<file path="src/rtl/tinyalu_pkg.sv">
// Shared TinyALU types: ALU operation encoding, queued command record and dispatcher states.
package tinyalu_pkg;

    typedef enum logic [2:0] {
        NO_OP  = 3'b000,
        ADD_OP = 3'b001,
        AND_OP = 3'b010,
        XOR_OP = 3'b011,
        MUL_OP = 3'b100
    } operation_t;

    // op is kept as raw bits so that illegal encodings survive the FIFO and can be flagged
    typedef struct packed {
        logic [2:0] op;
        logic [7:0] a;
        logic [7:0] b;
    } alu_cmd_t;

    typedef enum logic [1:0] {
        IDLE  = 2'd0,
        ISSUE = 2'd1,
        RESP  = 2'd2
    } dispatch_state_t;

    localparam logic [15:0] TIMEOUT_RESULT = 16'hDEAD;

    function automatic logic is_legal_op(input logic [2:0] op_bits);
        return op_bits <= MUL_OP;
    endfunction

endpackage

</file>
<file path="src/rtl/tinyalu_cmd_fifo.sv">
// Command FIFO for the TinyALU dispatcher; DEPTH must be a power of two >= 2.
module tinyalu_cmd_fifo
    import tinyalu_pkg::*;
#(
    parameter int DEPTH = 4
) (
    input  logic     clk,
    input  logic     reset_n,
    input  logic     push,
    input  alu_cmd_t wdata,
    input  logic     pop,
    output alu_cmd_t rdata,
    output logic     full,
    output logic     empty
);

    localparam int AW = $clog2(DEPTH);

    // one extra pointer bit separates full from empty when the indices match
    logic [AW:0] wr_ptr_q, wr_ptr_d;
    logic [AW:0] rd_ptr_q, rd_ptr_d;
    alu_cmd_t    mem_q [DEPTH];
    alu_cmd_t    mem_d [DEPTH];

    assign empty = (wr_ptr_q == rd_ptr_q);
    assign full  = (wr_ptr_q[AW] != rd_ptr_q[AW]) && (wr_ptr_q[AW-1:0] == rd_ptr_q[AW-1:0]);
    assign rdata = mem_q[rd_ptr_q[AW-1:0]];

    always_comb begin
        wr_ptr_d = wr_ptr_q;
        rd_ptr_d = rd_ptr_q;
        mem_d    = mem_q;
        if (push && !full) begin
            mem_d[wr_ptr_q[AW-1:0]] = wdata;
            wr_ptr_d = wr_ptr_q + 1'b1;
        end
        if (pop && !empty) begin
            rd_ptr_d = rd_ptr_q + 1'b1;
        end
    end

    always_ff @(posedge clk) begin
        if (!reset_n) begin
            wr_ptr_q <= '0;
            rd_ptr_q <= '0;
        end else begin
            wr_ptr_q <= wr_ptr_d;
            rd_ptr_q <= rd_ptr_d;
        end
    end

    always_ff @(posedge clk) begin
        mem_q <= mem_d;
    end

endmodule

</file>
<file path="src/rtl/tinyalu_cmd_dispatch.sv">
// TinyALU command dispatcher: queues commands, runs one ALU start/done handshake at a time.
// Define TINYALU_DISPATCH_TIMEOUT_EN to abort a command when done does not arrive in time.
//
// state | meaning
// IDLE  | pop next command; no_op/illegal are dropped here
// ISSUE | start held high with stable A/B/op, waiting for done
// RESP  | result held on rsp_* until the consumer takes it
module tinyalu_cmd_dispatch
    import tinyalu_pkg::*;
#(
    parameter int FIFO_DEPTH     = 4,
    parameter int TIMEOUT_CYCLES = 16
) (
    input  logic        clk,
    input  logic        reset_n,
    input  logic        cmd_valid,
    output logic        cmd_ready,
    input  logic [2:0]  cmd_op,
    input  logic [7:0]  cmd_a,
    input  logic [7:0]  cmd_b,
    output logic [7:0]  A,
    output logic [7:0]  B,
    output logic [2:0]  op,
    output logic        start,
    input  logic        done,
    input  logic [15:0] result,
    output logic        rsp_valid,
    input  logic        rsp_ready,
    output logic [15:0] rsp_result,
    output logic [2:0]  rsp_op,
    output logic        err_illegal,
    output logic        err_timeout
);

    dispatch_state_t state_q, state_d;
    logic [7:0]      a_q, a_d, b_q, b_d;
    logic [2:0]      op_q, op_d, rsp_op_q, rsp_op_d;
    logic            start_q, start_d, rsp_valid_q, rsp_valid_d;
    logic [15:0]     rsp_result_q, rsp_result_d;
    logic            err_illegal_q, err_illegal_d;
    logic            fifo_full, fifo_empty, fifo_pop;
    alu_cmd_t        head;

`ifdef TINYALU_DISPATCH_TIMEOUT_EN
    localparam int TMO_W = $clog2(TIMEOUT_CYCLES + 1);
    logic [TMO_W-1:0] tmo_cnt_q, tmo_cnt_d;
    logic             err_timeout_q, err_timeout_d;
`endif

    assign cmd_ready = reset_n && !fifo_full;

    tinyalu_cmd_fifo #(.DEPTH(FIFO_DEPTH)) u_fifo (
        .clk    (clk),
        .reset_n(reset_n),
        .push   (cmd_valid && cmd_ready),
        .wdata  ('{op: cmd_op, a: cmd_a, b: cmd_b}),
        .pop    (fifo_pop),
        .rdata  (head),
        .full   (fifo_full),
        .empty  (fifo_empty)
    );

    always_comb begin
        state_d       = state_q;
        a_d           = a_q;
        b_d           = b_q;
        op_d          = op_q;
        start_d       = start_q;
        rsp_valid_d   = rsp_valid_q;
        rsp_result_d  = rsp_result_q;
        rsp_op_d      = rsp_op_q;
        err_illegal_d = err_illegal_q;
        fifo_pop      = 1'b0;
`ifdef TINYALU_DISPATCH_TIMEOUT_EN
        tmo_cnt_d     = tmo_cnt_q;
        err_timeout_d = err_timeout_q;
`endif
        case (state_q)
            IDLE: begin
                if (!fifo_empty) begin
                    fifo_pop = 1'b1;
                    if (!is_legal_op(head.op)) begin
                        err_illegal_d = 1'b1;
                    end else if (head.op != NO_OP) begin
                        a_d     = head.a;
                        b_d     = head.b;
                        op_d    = head.op;
                        start_d = 1'b1;
                        state_d = ISSUE;
`ifdef TINYALU_DISPATCH_TIMEOUT_EN
                        tmo_cnt_d = '0;
`endif
                    end
                end
            end
            ISSUE: begin
                if (done) begin
                    start_d      = 1'b0;
                    rsp_result_d = result;
                    rsp_op_d     = op_q;
                    rsp_valid_d  = 1'b1;
                    state_d      = RESP;
                end
`ifdef TINYALU_DISPATCH_TIMEOUT_EN
                else if (tmo_cnt_q == TMO_W'(TIMEOUT_CYCLES - 1)) begin
                    start_d       = 1'b0;
                    rsp_result_d  = TIMEOUT_RESULT;
                    rsp_op_d      = op_q;
                    rsp_valid_d   = 1'b1;
                    err_timeout_d = 1'b1;
                    state_d       = RESP;
                end else begin
                    tmo_cnt_d = tmo_cnt_q + 1'b1;
                end
`endif
            end
            RESP: begin
                if (rsp_ready) begin
                    rsp_valid_d = 1'b0;
                    state_d     = IDLE;
                end
            end
            default: state_d = IDLE;
        endcase
    end

    always_ff @(posedge clk) begin
        if (!reset_n) begin
            state_q       <= IDLE;
            a_q           <= '0;
            b_q           <= '0;
            op_q          <= '0;
            start_q       <= 1'b0;
            rsp_valid_q   <= 1'b0;
            rsp_result_q  <= '0;
            rsp_op_q      <= '0;
            err_illegal_q <= 1'b0;
`ifdef TINYALU_DISPATCH_TIMEOUT_EN
            tmo_cnt_q     <= '0;
            err_timeout_q <= 1'b0;
`endif
        end else begin
            state_q       <= state_d;
            a_q           <= a_d;
            b_q           <= b_d;
            op_q          <= op_d;
            start_q       <= start_d;
            rsp_valid_q   <= rsp_valid_d;
            rsp_result_q  <= rsp_result_d;
            rsp_op_q      <= rsp_op_d;
            err_illegal_q <= err_illegal_d;
`ifdef TINYALU_DISPATCH_TIMEOUT_EN
            tmo_cnt_q     <= tmo_cnt_d;
            err_timeout_q <= err_timeout_d;
`endif
        end
    end

    assign A           = a_q;
    assign B           = b_q;
    assign op          = op_q;
    assign start       = start_q;
    assign rsp_valid   = rsp_valid_q;
    assign rsp_result  = rsp_result_q;
    assign rsp_op      = rsp_op_q;
    assign err_illegal = err_illegal_q;
`ifdef TINYALU_DISPATCH_TIMEOUT_EN
    assign err_timeout = err_timeout_q;
`else
    assign err_timeout = 1'b0;
`endif

endmodule

</file>
<file path="config.mk">
export PLATFORM = sky130hd
export DESIGN_NAME = tinyalu_cmd_dispatch
export DESIGN_NICKNAME = d
export VERILOG_FILES = /design/src/rtl/tinyalu_pkg.sv /design/src/rtl/tinyalu_cmd_fifo.sv /design/src/rtl/tinyalu_cmd_dispatch.sv
export SDC_FILE = /design/constraint.sdc
export NUM_CORES = 1
export LEC_CHECK = 0
export ABC_AREA = 1
export BUFFER_PORTS_ARGS = -buffer_cell sky130_fd_sc_hd__buf_2
export CAP_MARGIN = 20
export CORE_MARGIN = 8
export CORE_UTILIZATION = 30
export CTS_CLUSTER_DIAMETER = 50
export CTS_CLUSTER_SIZE = 16
export DETAILED_ROUTE_END_ITERATION = 8
export GPL_ROUTABILITY_DRIVEN = 0
export MAX_ROUTING_LAYER = met4
export PLACE_DENSITY_LB_ADDON = 0.08
export SYNTH_ARGS = -nofsm -noshare
export SYNTH_HDL_FRONTEND = slang
export SYNTH_HIERARCHICAL = 1
export SYNTH_SLANG_ARGS = --single-unit
</file>
<file path="constraint.sdc">
create_clock -name clk -period 4 [get_ports clk]
set_input_delay 0.4 -clock clk [delete_from_list [all_inputs] [get_ports clk]]
set_output_delay 0.4 -clock clk [all_outputs]
set_load 0.01 [all_outputs]
</file>
==> results by group, run 1 <==
Run status
  • Outcome: completed

Logic synthesis
  • Synth Instances: 498
  • Synth Flop Type: edfxtp_1
  • Mapped Area: 0.005060 mm²
  • Post-Syn Area per Cell: 10.16 µm²
  • Syn_nets: 543
  • Seq/Total Area, Yosys: 64.49%
  • Seq cells post-synth: 125
  • Post-synth EDFFs: 76
  • Top cell type's share of synthesized area: 45.10%
  • Synth area leaders: edfxtp_1 45%, dfxtp_1 19%, nor2_1 6.8%
  • Synth warn: 6
  • Yosys top cell by area: edfxtp_1
  • Unique masters post-synth: 28
  • Async SR Flop Fraction: 0%

Final layout
  • Layout cells sized above 1: 22.92%
  • Fin util: 37.46%
  • Fillers: 1657
  • Commonest non-fill, non-tap cell in the layout: nor2_1
  • Area delta synth->final: 22.33%
  • Most frequent cells in the layout: 91 x nor2_1, 81 x buf_2, 76 x edfxtp_1
  • Fin nets: 621
  • N_diodes: 0

Floorplanning
  • FP Rows: 47
  • Die area: 0.02128 mm²
  • Chip width: 145.9 µm
  • Core area: 0.01652 mm²
  • I/O pins: 83
  • Starting Density: 30.62%
  • Die H: 145.9 µm

Global route
  • Met3 Use GR: 3.109%
  • GRT Util Overall: 12.25%
  • Largest net degree at the start of global routing: 40
  • GRT busiest layer: met2
  • First-pass GRT wire length: 19750 µm
  • M1 GR Usage: 15.75%
  • Initial antenna violation count: 0
  • Overflow after GRT: 0
  • GR Util met2: 17.53%
  • Number of global-route vias before repair: 3613

Clocking
  • TritonCTS clock tree: built
  • CTS resizes: 0
  • Max clock buf depth: 2
  • Post-CTS setup buffer count: 0
  • Hold Buf Count CTS: 0
  • H-tree Lvls: 4
  • CTS Root Cell: clkbuf_16
  • CTS Buf Count: 17
  • Clk_lat worst skew: 0.41 ns
  • Clk slew on worst S/H paths: 0.05 ns
  • Clock sink count: 125

STA
  • Final setup fails: 0
  • Post-route setup TNS: 0 ns
  • Tmin final: 2.827 ns
  • Setup Skew: 0.009101 ns
  • Final Cycle Share: 70.67%
  • Unrepaired setup endpoints after global routing: no
  • Slew @ Worst Pin: 0.7553 ns
  • Max-slew violations: 0
  • Slew margin rel.: 49.53%
  • Worst Hold Slack: 0.2041 ns
  • Hold Vio Cnt, Final: 0
  • Setup slack after layout: 1.173 ns
  • Max Clock Freq: 0.3537 GHz

Place
  • Setup slack at placement: 1.139 ns
  • Dpl hpwl: 8061 µm
  • I/O Buffers: 81

Setup path
  • Crit path DAT: 2.91 ns
  • Reg2Reg Setup Slack: 1.17 ns
  • R2R depth: 10
  • Critical path peak fanout: 23
  • Crit path kind: register to register
  • RR Endpoint: u_fifo/mem_q[51]
  • RR Startpoint: u_fifo/rd_ptr_q[1]
  • Worst Path Required: 4.08 ns
  • Worst Setup End Kind: register
  • Startpoint Class: register

Min path
  • Hold endpoint: u_fifo/mem_q[69]
  • Hold Crit Depth: 1
  • Min-delay src: cmd_a[4]
  • Hold Path Class: input port to register

Detailed routing
  • First-pass iteration count of the detailed router: 5
  • WL per Instance: 15.37 µm
  • DR iter-0 viols: 303
  • Via-per-instance ratio: 4.528
  • Routed vias: 3663
  • DRC Markers: 0
  • Detail Route Antenna Nets: 0
  • Drt total wl: 12440 µm

Pwr
  • VDD IR max: 0.0003123 V
  • PD cells: 621.1 mW/mm²
  • Final Power: 3.845 mW
  • Leak: 2.502 nW

Job
  • Max-Cap Viols: 0
-- worst max-delay path by stage --
stage                        from               end  slack [ns]  cells past startpoint
2_1_floorplan  u_fifo/wr_ptr_q[1]  u_fifo/mem_q[19]        1.36                      8
3_3_place_gp   u_fifo/rd_ptr_q[1]  u_fifo/mem_q[32]        1.16                     10
3_5_place_dp   u_fifo/rd_ptr_q[1]  u_fifo/mem_q[51]        1.14                     10
4_1_cts        u_fifo/rd_ptr_q[1]  u_fifo/mem_q[54]        1.13                     10
5_1_grt        u_fifo/rd_ptr_q[1]  u_fifo/mem_q[14]        0.86                     12
6_report       u_fifo/rd_ptr_q[1]  u_fifo/mem_q[51]        1.17                     10
-- area by class of cell --
type | count | area [µm²] | area share, %
Inverter | 42 | 157.7 | 2.547
Tap cell | 220 | 275.3 | 4.447
Sequential cell | 125 | 3263 | 52.72
Clock buffer | 18 | 429.2 | 6.933
Timing Repair Buffer | 88 | 457.9 | 7.398
Multi-Input combinational cell | 302 | 1485 | 23.99
Clock inverter | 14 | 121.4 | 1.961
-- state kept, by name, indices dropped and copies added, names as in the netlist --
register / flops
A: 8
rsp_valid: 1
u_fifo/mem_q: 76
op: 3
u_fifo/wr_ptr_q: 3
err_illegal: 1
u_fifo/rd_ptr_q: 3
B: 8
rsp_result: 16
rsp_op: 3
start: 1
state_q: 2
-- metrics by stage --
step,instance area (µm²),instances
6_report,6190,809
5_1_grt,6190,809
4_1_cts,6190,809
3_5_place_dp,5639,777
3_3_place_gp,5639,777
2_1_floorplan,5060,498
-- layer usage --
layer / vias up / part of all wire, %
met1: 1722 / 50
li1: 1850 / -
met4: 0 / 0.43
met2: 89 / 44
met3: 2 / 5.2
met5: - / 0
-- Yosys cell counts (2+ instances only) --
cell type	number
ha_1	5
clkbuf_1	12
nand2_1	63
buf_2	9
nand3_1	28
o22ai_1	19
o21ai_0	37
nand4_1	16
dfxtp_1	49
nand3_4	2
nor2_1	91
inv_2	8
inv_1	34
buf_4	5
edfxtp_1	76
nand2_2	4
a21oi_1	28
buf_6	2
-- critical path: stages, from the launching register on --
cell,delay (ns)
dfxtp_1,0.30
buf_4,0.28
inv_2,0.25
nand2_1,0.11
nand2_1,0.13
nand3_4,0.16
inv_1,0.07
nor3b_1,0.54
nand2_1,0.18
nor2_1,0.13
buf_4,0.32
-- where the power goes --
part	leakage, nW	internal (mW)	switching, mW	total (mW)
sequential	1.09	1.48	0.0644	1.55
clock	0.258	0.851	0.558	1.41
combinational	1.15	0.287	0.602	0.889
total	2.50	2.62	1.22	3.84
-- kinds of logic after synthesis --
| logic type | after synthesis | share of synthesized area [%] |
|---|---|---|
| compound gates | 86 | 9.001 |
| xor+xnor | 1 | 0.5441 |
| fa+ha+maj | 5 | 1.236 |
| buf+inv | 71 | 6.157 |
| flops | 125 | 64.49 |
| other cells | 1 | 0.07411 |
| simple gates | 209 | 18.50 |
(Power assumes the default switching activity.)
==> run 2, diff against run 1 <==
--- a/config.mk
+++ b/config.mk
@@ -5,7 +5,7 @@
 export SDC_FILE = /design/constraint.sdc
 export NUM_CORES = 1
 export LEC_CHECK = 0
-export ABC_AREA = 1
+export ABC_AREA = 0
 export BUFFER_PORTS_ARGS = -buffer_cell sky130_fd_sc_hd__buf_2
 export CAP_MARGIN = 20
 export CORE_MARGIN = 8
==> constraint.sdc (replaced) <==
create_clock -name clk -period 2.9 [get_ports clk]
set_input_delay 0.29 -clock clk [delete_from_list [all_inputs] [get_ports clk]]
set_output_delay 0.29 -clock clk [all_outputs]
set_load 0.01 [all_outputs]
==> run 2 against run 1 <==
Net effect: sequential share of layout area fell by 0.98 points; critical path depth fell by 2; via count decreased by 16%; highest routed layer unchanged; cell area rose by 1.9%; critical endpoint is now u_fifo/mem_q[1].
==> results by group, run 2 <==
Logic synthesis
  • Mapped Area: 0.005012 mm² (-0.94%)
  • Syn_nets: 407 (-25%)
  • Synth area leaders: edfxtp_1 46%, dfxtp_1 20%, mux4_2 8.5%
  • Unique masters post-synth: 42 (+50%)
  • Synth Instances: 362 (-27%)
  • Post-Syn Area per Cell: 13.85 µm² (+36%)
  • Async SR Flop Fraction: 0% (unchanged)
  • Seq cells post-synth: 125 (unchanged)
  • Yosys top cell by area: edfxtp_1
  • Synth Flop Type: edfxtp_1
  • Synth top cells by count: 81 x nand2_1, 76 x edfxtp_1, 49 x dfxtp_1
  • Mux share of post-synthesis cell area: 12.33% (+12 points)
  • Synth warn: 6 (unchanged)
  • Most numerous cell in the Yosys netlist: nand2_1
  • Seq/Total Area, Yosys: 65.10% (+0.61 points)
  • Largest family of logic cells by synthesized area: multiplexers
  • Synth Area in Compound Gates: 5.741% (-3.3 points)
  • Adder-cell share of the synthesized area: 1.248% (+0.012 points)
  • Post-synthesis simple-gate area fraction: 10.63% (-7.9 points)
  • Post-synth EDFFs: 76 (unchanged)
  • XOR/XNOR Fraction of Synth Area: 1.648% (+1.1 points)
  • Top cell type's share of synthesized area: 45.53% (+0.43 points)

Pwr
  • Final Power: 5.145 mW (+34%)
  • VDD IR max: 0.0004733 V (+52%)
  • Gate power share: 17.9% (-5.2 points)
  • NetSw: 1.308 mW (+6.8%)
  • Sequential Power Share: 40.8% (+0.6 points)
  • PD cells: 815.4 mW/mm² (+31%)
  • Internal power: 3.837 mW (+46%)
  • Switch share: 25.42% (-6.4 points)
  • Leak: 2.315 nW (-7.5%)
  • Clk pwr share: 41.3% (+4.6 points)

Place
  • I/O Buffers: 81 (unchanged)
  • Dpl hpwl: 7490 µm (-7.1%)
  • Placed Area: 0.005710 mm² (+1.3%)

Final layout
  • Most frequent cells in the layout: 81 x nand2_1, 81 x buf_2, 76 x edfxtp_1
  • Number of flip-flops in the largest register: 76 (unchanged)
  • Fin nets: 498 (-20%)
  • Cell area after layout: 0.006310 mm² (+1.9%)
  • Fin util: 38.32% (+0.86 points)
  • Layout cells sized above 1: 31.55% (+8.6 points)
  • Area delta synth->final: 25.89%
  • N_diodes: 0 (unchanged)
  • Reg with most FFs: u_fifo/mem_q

STA
  • Hold Vio Cnt, Final: 0 (unchanged)
  • Setup Skew: 0.006140 ns (-0.002961 ns)
  • Final Cycle Share: 81.66% (+11 points)
  • Final setup fails: 0 (unchanged)
  • Max Clock Freq: 0.4223 GHz (+19%)
  • Tmin final: 2.368 ns (-0.4587 ns)
  • Post-route setup TNS: 0 ns (unchanged)
  • Slew @ Worst Pin: 0.7935 ns (+0.03819 ns)
  • Max-slew violations: 0 (unchanged)
  • Unrepaired setup endpoints after global routing: no
  • Worst Hold Slack: 0.09758 ns (-0.1065 ns)
  • Slew margin rel.: 46.94% (-2.6 points)

Setup path
  • Reg2Reg Setup Slack: 0.53 ns (-0.64 ns)
  • Worst Setup End Kind: register
  • RR Startpoint: u_fifo/wr_ptr_q[0]
  • Worst Path Required: 3.01 ns (-1.07 ns)
  • Crit path DAT: 2.48 ns (-0.43 ns)
  • RR Endpoint: u_fifo/mem_q[1]
  • Crit path kind: register to register
  • R2R depth: 8 (-2)
  • Critical path peak fanout: 19 (-17%)
  • Startpoint Class: register
  • Worst Setup SP: u_fifo/wr_ptr_q[0]

Global route
  • Number of global-route vias before repair: 3299 (-8.7%)
  • Overflow after GRT: 0 (unchanged)
  • First-pass GRT wire length: 17950 µm (-9.1%)
  • Initial antenna violation count: 0 (unchanged)
  • Largest net degree at the start of global routing: 51 (+28%)
  • GRT Util Overall: 11.18% (-1.1 points)

Floorplanning
  • Core area: 0.01647 mm² (-0.36%)
  • Starting Density: 30.44% (-0.18 points)
  • Die area: 0.02110 mm² (-0.83%)
  • FP Rows: 47 (unchanged)
  • Die H: 145.3 µm (-0.42%)
  • Chip width: 145.3 µm (-0.42%)
  • I/O pins: 83 (unchanged)

Clocking
  • TritonCTS clock tree: built
  • Clk slew on worst S/H paths: 0.05 ns (about the same)
  • H-tree Lvls: 4 (unchanged)
  • CTS resizes: 0 (unchanged)
  • CTS Buf Count: 17 (unchanged)
  • Clock sink count: 125 (unchanged)
  • Max clock buf depth: 2 (unchanged)
  • Hold Buf Count CTS: 0 (unchanged)
  • CTS Root Cell: clkbuf_16
  • Clk_lat worst skew: 0.41 ns (about the same)
  • Post-CTS setup buffer count: 0 (unchanged)

Run status
  • Outcome: completed

Min path
  • Hold Path Class: input port to register
  • Min-delay src: cmd_a[4]
  • Hold Crit Depth: 1 (unchanged)
  • Hold endpoint: u_fifo/mem_q[31]

Detailed routing
  • Detail Route Antenna Nets: 0 (unchanged)
  • Drt total wl: 10870 µm (-13%)
  • WL per Instance: 15.85 µm (+3.1%)
  • Via-per-instance ratio: 4.480 (-1.1%)
  • DR iter-0 viols: 147 (-51%)
  • First-pass iteration count of the detailed router: 4 (-1)
  • Routed vias: 3073 (-16%)
  • DRC Markers: 0 (unchanged)

Job
  • Max-Cap Viols: 0 (unchanged)
-- run 2: worst max-delay path: stages, from the launching register on --
cell     delay [ns]
dfxtp_1        0.53
xor2_2         0.36
nor3_1         0.09
nor2b_1        0.16
and2_1         0.17
inv_1          0.06
a31oi_1        0.25
and2_1         0.23
buf_12         0.19
-- run 2: layer usage --
metal / GRT usage, % / wire length (µm)
met1: 13.69 / 5269
met2: 16.85 / 4917
met3: 3.607 / 515
met4: 4.529 / 170
met5: - / 0
-- run 2: how the worst max path moves through the flow --
stage	end	depth (start not counted)	slack, ns
floorplan	u_fifo/mem_q[0]	7	0.40
global placement	u_fifo/mem_q[44]	8	0.66
detailed placement	u_fifo/mem_q[6]	8	0.58
CTS	u_fifo/mem_q[12]	8	0.55
global route	u_fifo/mem_q[20]	8	0.32
finish	u_fifo/mem_q[1]	8	0.53
-- run 2: cell families (layout without fill, tap and decap cells) --
family	after synthesis	after routing
compound gates	41	41
xor+xnor	6	6
fa+ha+maj	5	5
buf+inv	29	133
flops	125	125
mux	38	38
other cells	1	1
simple gates	117	117
-- run 2: per-stage QoR --
stage	setup WS [ns]	instances
floorplan	0.3960	362
global placement	0.6584	654
detailed placement	0.5804	654
CTS	0.5538	686
global route	0.3232	686
finish	0.5318	686
-- run 2: cell type report --
cell class | instances | area [µm²]
inverter | 6 | 22.52
tap | 220 | 275.3
multi-input combinational | 208 | 1588
clock buffer | 19 | 452.9
timing repair buffer | 95 | 560.5
sequential | 125 | 3264
fill | 1606 | 10160
clock inverter | 13 | 146.4
-- run 2: power by group through the flow --
| stage | sequential (mW) | combinational (mW) | clock [mW] |
|---|---|---|---|
| after floorplan | 2.15 | 0.673 | 0 |
| after global placement | 2.14 | 0.944 | 0 |
| after detailed placement | 2.14 | 0.943 | 0 |
| after CTS | 2.10 | 0.948 | 2.18 |
| after global routing | 2.12 | 1.02 | 2.26 |
| final | 2.10 | 0.922 | 2.12 |
==> run 3, diff against run 2 <==
--- a/config.mk
+++ b/config.mk
@@ -5,7 +5,7 @@
 export SDC_FILE = /design/constraint.sdc
 export NUM_CORES = 1
 export LEC_CHECK = 0
-export ABC_AREA = 0
+export ABC_AREA = 1
 export BUFFER_PORTS_ARGS = -buffer_cell sky130_fd_sc_hd__buf_2
 export CAP_MARGIN = 20
 export CORE_MARGIN = 8
==> constraint.sdc (replaced) <==
create_clock -name clk -period 2.2 [get_ports clk]
set_input_delay 0.22 -clock clk [delete_from_list [all_inputs] [get_ports clk]]
set_output_delay 0.22 -clock clk [all_outputs]
set_load 0.01 [all_outputs]
==> run 3 against run 2 <==
Net effect: cell count is 20% higher; die area is 0.84% higher; fmax is 19% higher; register-to-register slack worse by 0.32 ns; clock power is 40% higher; first-iteration DRC count is 64% higher; critical path depth is 3 higher; largest power group unchanged; largest cell class unchanged.
==> results by group, run 3 (same netlist as run 1, synthesis figures left out) <==
Run status
  • Outcome: completed

Final layout
  • N_diodes: 0 (unchanged)
  • Number of flip-flops in the largest register: 76 (unchanged)
  • Area delta synth->final: 27.47%
  • Cell area after layout: 0.006450 mm² (+2.2%)
  • Commonest non-fill, non-tap cell in the layout: nor2_1
  • Fin util: 39.03% (+0.71 points)
  • Layout cells sized above 1: 25.25% (-6.3 points)
  • Reg with most FFs: u_fifo/mem_q
  • Final non-filler cell total: 822 (+20%)
  • Register Area: 0.003263 mm² (about the same)
  • Most frequent cells in the layout: 88 x nor2_1, 81 x buf_2, 76 x edfxtp_1
  • Fin nets: 634 (+27%)
  • Area occupied by multi-input gates: 0.001498 mm² (-5.7%)
  • Fillers: 1653 (+2.9%)

Place
  • Placed cells: 790 (+21%)
  • Placed Area: 0.005798 mm² (+1.5%)
  • I/O Buffers: 81 (unchanged)
  • Dpl hpwl: 8235 µm (+10%)

Clocking
  • Clock sink count: 125 (unchanged)
  • Clk_lat worst skew: 0.41 ns (about the same)
  • Post-CTS setup buffer count: 0 (unchanged)
  • Clk slew on worst S/H paths: 0.05 ns (about the same)
  • H-tree Lvls: 4 (unchanged)
  • CTS Root Cell: clkbuf_16
  • CTS Buf Count: 17 (unchanged)
  • Max clock buf depth: 2 (unchanged)
  • CTS resizes: 0 (unchanged)
  • TritonCTS clock tree: built
  • Hold Buf Count CTS: 0 (unchanged)

Global route
  • GRT Util Overall: 12.12% (+0.94 points)
  • Initial antenna violation count: 0 (unchanged)
  • First-pass GRT wire length: 19690 µm (+9.7%)
  • Largest net degree at the start of global routing: 27 (-47%)
  • Overflow after GRT: 0 (unchanged)
  • Number of global-route vias before repair: 3667 (+11%)

STA
  • Slew margin rel.: 51.47% (+4.5 points)
  • Final setup fails: 0 (unchanged)
  • Slew @ Worst Pin: 0.7262 ns (-0.06728 ns)
  • Final Cycle Share: 90.59% (+8.9 points)
  • Hold Vio Cnt, Final: 0 (unchanged)
  • Worst Hold Slack: 0.02884 ns (-0.06875 ns)
  • Unrepaired setup endpoints after global routing: no
  • Max-slew violations: 0 (unchanged)
  • Tmin final: 1.993 ns (-0.3753 ns)
  • Max Clock Freq: 0.5018 GHz (+19%)
  • Setup Skew: 0.005765 ns (-0.0003747 ns)

Setup path
  • Slowest cell on crit path: dfxtp_1
  • Critical path peak fanout: 22 (+3)
  • Crit path kind: register to register
  • Worst Path Required: 2.50 ns (-0.51 ns)
  • Startpoint Class: register
  • Cell breakdown of the critical path: buf_6, inv_2, o21ai_0, o22ai_1, inv_2, nand2_2, nand2_2, buf_4, nand4_1, nand2_1, nor2_1
  • Worst Setup End Kind: register
  • Crit path DAT: 2.30 ns (-0.18 ns)
  • Critical Path Max Stage Delay: 0.48 ns (-0.05 ns)

Floorplanning
  • I/O pins: 83 (unchanged)
  • Core area: 0.01652 mm² (+0.36%)
  • Chip width: 145.9 µm (+0.42%)
  • Die H: 145.9 µm (+0.42%)
  • Die area: 0.02128 mm² (+0.84%)
  • FP Rows: 47 (unchanged)
  • Starting Density: 30.62% (+0.18 points)

Detailed routing
  • Drt total wl: 12230 µm (+12%)
  • First-pass iteration count of the detailed router: 4 (unchanged)
  • DRC Markers: 0 (unchanged)
  • Routed vias: 3627 (+18%)
  • Via-per-instance ratio: 4.412 (-1.5%)
  • WL per Instance: 14.88 µm (-6.1%)
  • Detail Route Antenna Nets: 0 (unchanged)
  • DR iter-0 viols: 241 (+64%)

Pwr
  • Leak: 2.625 nW (+13%)
  • VDD IR max: 0.0006328 V (+34%)
  • PD cells: 1163 mW/mm² (+43%)
  • Final Power: 7.500 mW (+46%)

Min path
  • Hold Path Class: input port to register

Job
  • Max-Cap Viols: 0 (unchanged)
## run 3: cell types whose count changed in the layout (fill, tap and decap cells not counted), sizes merged, moves of 14 or more
| cell | before | now |
|---|---|---|
| nor2 | 2 | 93 |
| inv | 6 | 41 |
| o21ai | 5 | 38 |
| nand3 | 2 | 30 |
| a21oi | 5 | 28 |
| a21boi | 19 | 0 |
| mux2i | 19 | 0 |
| mux4 | 19 | 0 |
| o22ai | 0 | 19 |
| nand4 | 2 | 16 |
## run 3: stage by stage
step | setup TNS, ns | setup slack (ns)
floorplan | -10.66 | -0.1870
global placement | 0 | 0.1473
detailed placement | 0 | 0.08999
CTS | 0 | 0.08599
global route | 0 | 0.005290
finish | 0 | 0.2071
## run 3: area by class of cell
type / count / share of cell area (%)
inverter: 42 / 2.502
tap: 220 / 4.268
multi-input combinational: 302 / 23.22
timing repair buffer: 101 / 9.447
sequential: 125 / 50.59
clock inverter: 4 / 1.474
clock buffer: 28 / 8.497
## run 3: final timing paths
path / from / endpoint / slack [ns] / cells past startpoint
worst max-delay path: u_fifo/rd_ptr_q[0] / B[4] / 0.21 / 11
worst min-delay path: cmd_b[7] / u_fifo/mem_q[64] / 0.03 / 1
worst max register to register: u_fifo/rd_ptr_q[0] / B[4] / 0.21 / 11
worst min register to register: rsp_op[2] / rsp_op[2] / 0.46 / 2
## run 3: power by group
group	switching (mW)	internal [mW]	total (mW)
logic	1.12	0.612	1.73
registers	0.109	2.69	2.80
clock network	0.936	2.03	2.97
## run 3: routing by layer
metal	track usage, %	vias up	routed length, µm
met4	5.310	0	139
met5	-	-	0
li1	-	1875	-
met2	17.88	78	5315
met1	15.15	1667	6273
met3	3.545	7	501
## run 3: critical path: cells and delay by family (launching register included)
family | cells | cell delay, ns
compound gates | 2 | 0.31
buf+inv | 4 | 0.65
simple gates | 5 | 0.45
flops | 1 | 0.48
